$ cat src/rtl/scv_rominit_loader.sv
// scv_rominit_loader: splits the HPS ioctl download stream into the per-ROM
// ROMINIT byte-write bus, tracks load completeness and gates the core reset.
module scv_rominit_loader #(
  parameter int unsigned BOOT_LEN = 4096,
  parameter int unsigned CHR_LEN  = 1024,
  parameter int unsigned APU_LEN  = 2048,
  parameter int unsigned CART_MAX = 131072,
  parameter int unsigned IDX_BIOS = 0,
  parameter int unsigned IDX_CART = 1
) (
  input  logic        CLK,
  input  logic        RES,
  input  logic        IOCTL_DOWNLOAD,
  input  logic [7:0]  IOCTL_INDEX,
  input  logic [24:0] IOCTL_ADDR,
  input  logic [7:0]  IOCTL_DATA,
  input  logic        IOCTL_WR,
  output logic        ROMINIT_SEL_BOOT,
  output logic        ROMINIT_SEL_CHR,
  output logic        ROMINIT_SEL_APU,
  output logic        ROMINIT_SEL_CART,
  output logic [24:0] ROMINIT_ADDR,
  output logic [7:0]  ROMINIT_DATA,
  output logic        ROMINIT_VALID,
  output logic [24:0] CART_BYTES,
  output logic        BIOS_OK,
  output logic        CART_OK,
  output logic        ERR,
  output logic        CORE_HOLD
);

  localparam int unsigned AW = 25;
  localparam int unsigned DW = 8;
  localparam int unsigned SW = 4;

  localparam logic [AW-1:0] L_BOOT_END = AW'(BOOT_LEN);
  localparam logic [AW-1:0] L_CHR_END  = AW'(BOOT_LEN + CHR_LEN);
  localparam logic [AW-1:0] L_TOTAL    = AW'(BOOT_LEN + CHR_LEN + APU_LEN);
  localparam logic [AW-1:0] L_CART_MAX = AW'(CART_MAX);

  // Select bit positions: [0] boot, [1] chr, [2] apu, [3] cart
  localparam logic [SW-1:0] SEL_BOOT = 4'b0001;
  localparam logic [SW-1:0] SEL_CHR  = 4'b0010;
  localparam logic [SW-1:0] SEL_APU  = 4'b0100;
  localparam logic [SW-1:0] SEL_CART = 4'b1000;

  typedef enum logic [1:0] {
    ST_IDLE,
    ST_LOAD_BIOS,
    ST_LOAD_CART,
    ST_LOAD_SKIP
  } state_t;

  state_t          r_state, w_state;
  logic            r_armed, r_dl_prev;
  logic [AW-1:0]   r_cnt, w_cnt;
  logic            r_err, w_err;
  logic            r_bios_ok, w_bios_ok;
  logic            r_cart_ok, w_cart_ok;
  logic [AW-1:0]   r_cart_bytes, w_cart_bytes;
  logic [SW-1:0]   r_sel, w_sel;
  logic            r_valid, w_valid;
  logic [AW-1:0]   r_addr, w_addr;
  logic [DW-1:0]   r_data, w_data;
  logic            r_hold;
  logic [SW-1:0]   w_fwd_sel;
  logic [AW-1:0]   w_fwd_addr;
  logic            w_start;

  // A session only opens on a fresh rising edge of DOWNLOAD after it was seen low
  assign w_start = IOCTL_DOWNLOAD & ~r_dl_prev & r_armed;

  // Next-state, region decode and status update
  always_comb begin
    w_state      = r_state;
    w_cnt        = r_cnt;
    w_err        = r_err;
    w_bios_ok    = r_bios_ok;
    w_cart_ok    = r_cart_ok;
    w_cart_bytes = r_cart_bytes;
    w_sel        = r_sel;
    w_valid      = 1'b0;
    w_addr       = r_addr;
    w_data       = r_data;
    w_fwd_sel    = '0;
    w_fwd_addr   = IOCTL_ADDR;
    unique case (r_state)
      ST_IDLE: begin
        w_sel = '0;
        if (w_start) begin
          w_cnt = '0;
          w_err = 1'b0;
          if (IOCTL_INDEX == 8'(IDX_BIOS)) begin
            w_state   = ST_LOAD_BIOS;
            w_bios_ok = 1'b0;
          end else if (IOCTL_INDEX == 8'(IDX_CART)) begin
            w_state   = ST_LOAD_CART;
            w_cart_ok = 1'b0;
          end else begin
            w_state = ST_LOAD_SKIP;
          end
        end
      end
      default: begin
        if (!IOCTL_DOWNLOAD) begin
          w_state = ST_IDLE;
          w_sel   = '0;
          if (r_state == ST_LOAD_BIOS) begin
            w_bios_ok = (r_cnt == L_TOTAL) && !r_err;
          end
          if (r_state == ST_LOAD_CART) begin
            w_cart_bytes = r_cnt;
            w_cart_ok    = (r_cnt != '0) && (r_cnt <= L_CART_MAX) && !r_err;
          end
        end else if (IOCTL_WR) begin
          w_cnt = (r_cnt == '1) ? r_cnt : r_cnt + AW'(1);
          if (IOCTL_ADDR != r_cnt) w_err = 1'b1;
          if (r_state == ST_LOAD_BIOS) begin
            if (IOCTL_ADDR < L_BOOT_END) begin
              w_fwd_sel = SEL_BOOT;
            end else if (IOCTL_ADDR < L_CHR_END) begin
              w_fwd_sel  = SEL_CHR;
              w_fwd_addr = IOCTL_ADDR - L_BOOT_END;
            end else if (IOCTL_ADDR < L_TOTAL) begin
              w_fwd_sel  = SEL_APU;
              w_fwd_addr = IOCTL_ADDR - L_CHR_END;
            end else begin
              w_err = 1'b1;
            end
          end else if (r_state == ST_LOAD_CART) begin
            if (IOCTL_ADDR < L_CART_MAX) w_fwd_sel = SEL_CART;
            else                         w_err     = 1'b1;
          end
          if (w_fwd_sel != '0) begin
            w_valid = 1'b1;
            w_sel   = w_fwd_sel;
            w_addr  = w_fwd_addr;
            w_data  = IOCTL_DATA;
          end
        end
      end
    endcase
  end

  // State, datapath and status registers; core hold lags the status by one cycle
  always_ff @(posedge CLK) begin
    if (RES) begin
      r_state      <= ST_IDLE;
      r_armed      <= 1'b0;
      r_dl_prev    <= 1'b0;
      r_cnt        <= '0;
      r_err        <= 1'b0;
      r_bios_ok    <= 1'b0;
      r_cart_ok    <= 1'b0;
      r_cart_bytes <= '0;
      r_sel        <= '0;
      r_valid      <= 1'b0;
      r_addr       <= '0;
      r_data       <= '0;
      r_hold       <= 1'b1;
    end else begin
      r_state      <= w_state;
      r_armed      <= r_armed | ~IOCTL_DOWNLOAD;
      r_dl_prev    <= IOCTL_DOWNLOAD;
      r_cnt        <= w_cnt;
      r_err        <= w_err;
      r_bios_ok    <= w_bios_ok;
      r_cart_ok    <= w_cart_ok;
      r_cart_bytes <= w_cart_bytes;
      r_sel        <= w_sel;
      r_valid      <= w_valid;
      r_addr       <= w_addr;
      r_data       <= w_data;
      r_hold       <= (r_state != ST_IDLE) | ~r_bios_ok | ~r_cart_ok;
    end
  end

  assign ROMINIT_SEL_BOOT = r_sel[0];
  assign ROMINIT_SEL_CHR  = r_sel[1];
  assign ROMINIT_SEL_APU  = r_sel[2];
  assign ROMINIT_SEL_CART = r_sel[3];
  assign ROMINIT_ADDR     = r_addr;
  assign ROMINIT_DATA     = r_data;
  assign ROMINIT_VALID    = r_valid;
  assign CART_BYTES       = r_cart_bytes;
  assign BIOS_OK          = r_bios_ok;
  assign CART_OK          = r_cart_ok;
  assign ERR              = r_err;
  assign CORE_HOLD        = r_hold;

endmodule

$ cat config.mk
export PLATFORM = sky130hd
export DESIGN_NAME = scv_rominit_loader
export DESIGN_NICKNAME = d
export VERILOG_FILES = /design/src/rtl/scv_rominit_loader.sv
export SDC_FILE = /design/constraint.sdc
export NUM_CORES = 1
export LEC_CHECK = 0
export ABC_AREA = 1
export BUFFER_PORTS_ARGS = -buffer_cell sky130_fd_sc_hd__clkbuf_2
export CAP_MARGIN = 20
export CORE_MARGIN = 4
export CORE_UTILIZATION = 50
export DETAILED_ROUTE_END_ITERATION = 7
export HOLD_SLACK_MARGIN = 0.06
export PLACE_DENSITY_LB_ADDON = 0.1
export SLEW_MARGIN = 5
export SYNTH_ARGS = -nofsm -noshare
export SYNTH_HDL_FRONTEND = slang
export SYNTH_SLANG_ARGS = --single-unit
$ cat constraint.sdc
create_clock -name CLK -period 2.1 [get_ports CLK]
set_input_delay 0.42 -clock CLK [delete_from_list [all_inputs] [get_ports CLK]]
set_output_delay 0.42 -clock CLK [all_outputs]
set_load 0.01 [all_outputs]
Word level (Yosys, flattened, before mapping)
Cells that the tools add are included.

Output and inout port bits: 67. Bits of input ports: 45. Bits in registers: 96.

$add $sub $neg: 3. Muxes and demuxes: 46. $lt $le $gt $ge: 5. Eq/ne operators: 12. Reductions and logical operators: 23. Bitwise logic cells: 11.

Operator list (number): $mux W25 (9); $lt A25 B13 Y1 const B (3); $sub A25 B13 Y25 const B (2); $add A25 B1 Y25 const B (1); $eq A25 B13 Y1 const B (1); $eq A25 B25 Y1 const B (1); $le A25 B18 Y1 const B (1); $lt A25 B18 Y1 const B (1); $ne A25 B25 Y1 (1); $reduce_bool A25 Y1 (1); $mux W1 (24); $mux W4 (6); $reduce_and A4 Y1 (3); $reduce_bool A2 Y1 (5); $mux W3 (3); $eq A8 B1 Y1 const B (1); $logic_not A8 Y1 (1); $mux W2 (4); $ne A2 B2 Y1 const B (4); $not A1 Y1 (6); $reduce_and A3 Y1 (2); $reduce_and A5 Y1 (1); $ne A2 B1 Y1 const B (2); $reduce_and A2 Y1 (2); other kinds (10) (15).

Longest topological paths before layout
Word-level depth: 10. Mapped depth: 13.

Worst setup path after synthesis
Ideal clock, no wire load.

Kind: reg-to-reg. From: register r_cnt[0]. To: register r_cnt[3]. Clock period less this slack: 1710 ps. Path slack: 390 ps. Cell stages (with the launch flop): 13. Path buffers: 1. Setup time: 120 ps. Arrival time: 1591 ps. Cell sequence: dfxtp_1 > ha_1 > nand2_1 > nor2_1 > nand2_1 > nor2_4 > inv_1 > nor2_4 > nor2_4 > buf_6 > nand2_1 > nand2_1 > nor3b_2.

Longest elaborated chain between the ends: 5. Elaborated cells on any way between the ends: 8. Classes of those cells: 1 x add/sub; 2 x eq/ne; 4 x mux; 1 x reduce/logical.

Ends and longest elaborated chain: start: declaration (RTL line 56) `logic [AW-1:0] r_cnt, w_cnt;`; start signal: assignment (RTL line 165) `r_cnt <= w_cnt;`; $add A25 B1 Y25 (RTL line 116) `w_cnt = (r_cnt == '1) ? r_cnt : r_cnt + AW'(1);`; $mux W25 (RTL line 116); $mux W25 (RTL line 115) `end else if (IOCTL_WR) begin`; $mux W25 (RTL line 105) `if (!IOCTL_DOWNLOAD) begin`; $mux W25 (RTL line 87) `unique case (r_state)`.

Several ways; a longest one is shown, not always the timed one. The select of a mux whose other input is x is not followed. A chain may end at the register's enable or synchronous reset.

Worst setup path in the final report
From: register r_cnt[1]. To: register r_cnt[7].

The elaborated chain is that of the path after synthesis.

==> metrics.md <==
| Metric | Value |
|---|---|
| Seq cells post-synth | `96` |
| Vias in the first global route | `4955` |
| Max IR drop VDD | `0.292 mV` |
| CTS max path bufs | `2` |
| Global-route wire length before repair | `24300 um` |
| CP delay by family, top | `simple AND/OR/NAND/NOR gates` |
| Avg Cell Area, Syn | `6.61 um^2` |
| Clk slew on worst S/H paths | `0.10 ns` |
| Final Max Slew Viols | `0` |
| Antenna Nets Post-Route | `0` |
| Required time of the critical path | `2.38 ns` |
| Async set-reset flop share out of synthesis | `0` |
| Finished Layout Cells | `994` |
| Critical path's largest stage delay | `0.36 ns` |
| Synthesized net count | `775` |
| Vias per std cell | `5.25` |
| Post-Place Cells | `978` |
| I/O pins | `112` |
| Largest net degree at the start of global routing | `31` |
| Post-synth EDFFs | `0` |
| Crit path time final | `1.90 ns` |
| IO Port Bufs | `111` |
| CTS sink count | `96` |
| GRT Residual Overflow | `0` |
| Die W | `106 um` |
| Residual DRC count | `0` |
| Sequential cell area | `1920 um^2` |
| H-Tree Depth | `3` |
| Clk_lat worst skew | `0.36 ns` |
| CP max-delay cell | `dfxtp_1` |
| Detailed Route WL | `15000 um` |
| Tcrit/Tclk final | `0.907` |
| # resized after CTS | `0` |
| Finish-stage setup viols | `0` |
| Fmax | `0.525 GHz` |
| Clock skew | `0.0110 ns` |
| Initial DRC count | `462` |
| Die height | `106 um` |
| Postcts setup bufs | `0` |
| Total GRT Usage | `0.269` |
| Via count | `5214` |
| Num CTS Buffers | `9` |
| Run status | `complete, no violations` |
| Mapped cell area | `4790 um^2` |
| Final WS setup | `0.196 ns` |
| Initial Utilization | `0.516` |
| Max_slew headroom | `0.736` |
| Area of the multi-input gates | `2450 um^2` |
| # diodes | `0` |
| Max cap viols | `0` |
| WHS | `0.275 ns` |
| Setup slack at placement | `0.0635 ns` |
| Crit path kind | `flop to flop` |
| Critical path peak fanout | `8` |
| Per-cell routed wire length | `15.1 um` |
| Fin. Hold Viols | `0` |
| Pwr dens | `561 nW/um^2` |
| CTS tree | `done` |
| Worst path bufs/invs | `2` |
| YS warnings | `0` |
| Worst setup EP type | `flop` |
| Clock Tree Root | `clkbuf_8` |
| Ys flop type | `dfxtp_1` |
| Sequential area share after synthesis | `0.401` |
| CP Cell Sequence | `ha_1 > nand2_1 > nor2_1 > nand2_1 > nor2_4 > inv_1 > nor2_4 > nor2_4 > buf_4 > nand2_1 > nor2_1 > nor3b_1` |
| RSZ-0062 raised after global routing | `false` |
| Antenna violations before repair | `0` |
| GP Congestion | `1.03` |
| Critical path arrival | `2.18 ns` |
| CTS Hold Bufs | `0` |
| Synth-to-Final Area Change | `23.2%` |
| Leakage | `2.61 nW` |
| DP HPWL | `11700 um` |
| Drt first pass iters | `5` |
| Min-delay worst type | `input pin to flop` |
| Share of layout cells above drive strength 1 | `0.218` |
| Synth unique cells | `36` |
| Final #Nets | `910` |
| Setup TNS | `0 ns` |
| Core ar. | `9280 um^2` |
| Power, Total | `3.31 mW` |
| Placement Rows | `35` |
| # fillers | `915` |
| Die Area | `11200 um^2` |
| Cell count after synthesis | `725` |
| Worst setup SP type | `flop` |
| Slew @ Worst Pin | `0.395 ns` |
## worst reg2reg max path: cells and delay by family (launching register included)
kind	cells	cell delay, ns
simple gates	9	1.05
flops	1	0.36
buf+inv	2	0.25
fa+ha+maj	1	0.19
## synthesized netlist by cell type, types with 2 or more instances
| cell | count | share of area |
|---|---|---|
| dfxtp_1 | 96 | 0.40 |
| nor2_2 | 4 | 0.0052 |
| nand2_1 | 207 | 0.16 |
| buf_6 | 2 | 0.0047 |
| nor2_1 | 81 | 0.063 |
| o22ai_1 | 3 | 0.0039 |
| nor4_1 | 4 | 0.0052 |
| o32ai_1 | 2 | 0.0037 |
| nand2_2 | 2 | 0.0026 |
| xor2_1 | 4 | 0.0073 |
| clkbuf_1 | 15 | 0.012 |
| ha_1 | 5 | 0.013 |
| buf_4 | 2 | 0.0031 |
| inv_2 | 5 | 0.0039 |
| nand3_1 | 67 | 0.070 |
| buf_2 | 9 | 0.0094 |
| inv_1 | 69 | 0.054 |
| nor2_4 | 4 | 0.0094 |
| a21oi_1 | 77 | 0.080 |
| xnor2_1 | 3 | 0.0055 |
| nor3b_2 | 2 | 0.0052 |
| a31oi_1 | 2 | 0.0026 |
| nor3_1 | 11 | 0.011 |
| o21ai_0 | 13 | 0.014 |
| nand4_1 | 25 | 0.033 |
## kinds of logic (layout without fill, tap and decap cells)
group | after synthesis | count (layout) | share of synthesized area
buffers and inverters | 105 | 245 | 0.0895
XOR/XNOR | 7 | 7 | 0.0128
adder cells (fa/ha/maj) | 5 | 5 | 0.0131
flip-flops | 96 | 96 | 0.401
AO/OA/AOI/OAI | 100 | 100 | 0.109
AND/OR/NAND/NOR | 412 | 412 | 0.375
## path summary, 6_finish.rpt
kind         depth (start not counted)  slack (ns)              end           from
max                                 12        0.20         r_cnt[7]       r_cnt[1]
min                                  3        0.27  ROMINIT_DATA[7]  IOCTL_DATA[7]
min reg2reg                          1        0.44        CORE_HOLD        CART_OK
max reg2reg                         12        0.20         r_cnt[7]       r_cnt[1]
## through the flow
stage	area, um^2	utilization
5_1_grt	5900	0.636
4_1_cts	5890	0.635
3_5_place_dp	5710	0.615
2_1_floorplan	4790	-
6_report	5900	0.636
3_3_place_gp	5710	0.615
## power breakdown
| group | internal [mW] | switching, mW |
|---|---|---|
| clock | 0.505 | 0.663 |
| combinational | 0.111 | 0.200 |
| sequential | 1.83 | 0.00611 |
| total | 2.44 | 0.869 |
## per-layer routing
metal | vias up | track usage | routed length [um]
li1 | 2628 | - | -
met1 | 2372 | 0.346 | 6580
met2 | 181 | 0.456 | 7110
met3 | 33 | 0.0340 | 827
met4 | 0 | 0.110 | 462
met5 | - | 0 | 0
## cells in the final DEF (no fill, tap or decap), types with 2 or more instances in the layout
cell type,count
a21oi_1,77
a31oi_1,2
buf_12,2
buf_4,41
clkbuf_1,2
clkbuf_2,111
clkbuf_8,11
dfxtp_1,96
ha_1,5
inv_1,69
inv_2,4
nand2_1,206
nand2_2,3
nand3_1,67
nand4_1,25
nor2_1,81
nor2_2,4
nor2_4,4
nor3_1,11
nor3b_2,2
nor4_1,4
o21ai_0,13
o22ai_1,3
o32ai_1,2
xnor2_1,3
xor2_1,4
## final cells by class
class / instances / area share
sequential: 96 / 0.326
tap: 129 / 0.0273
clock buffer: 13 / 0.0269
inverter: 75 / 0.0481
timing repair buffer: 154 / 0.153
clock inverter: 3 / 0.00424
multi-input combinational: 524 / 0.415
## flip-flops by register name (all words and copies together) (netlist names)
name,flops
CART_OK,1
r_sel,4
ERR,1
CORE_HOLD,1
ROMINIT_ADDR,25
CART_BYTES,25
ROMINIT_VALID,1
r_dl_prev,1
r_state,2
r_cnt,25
r_armed,1
BIOS_OK,1
ROMINIT_DATA,8
No activity file was read; power rests on OpenSTA's default activity.
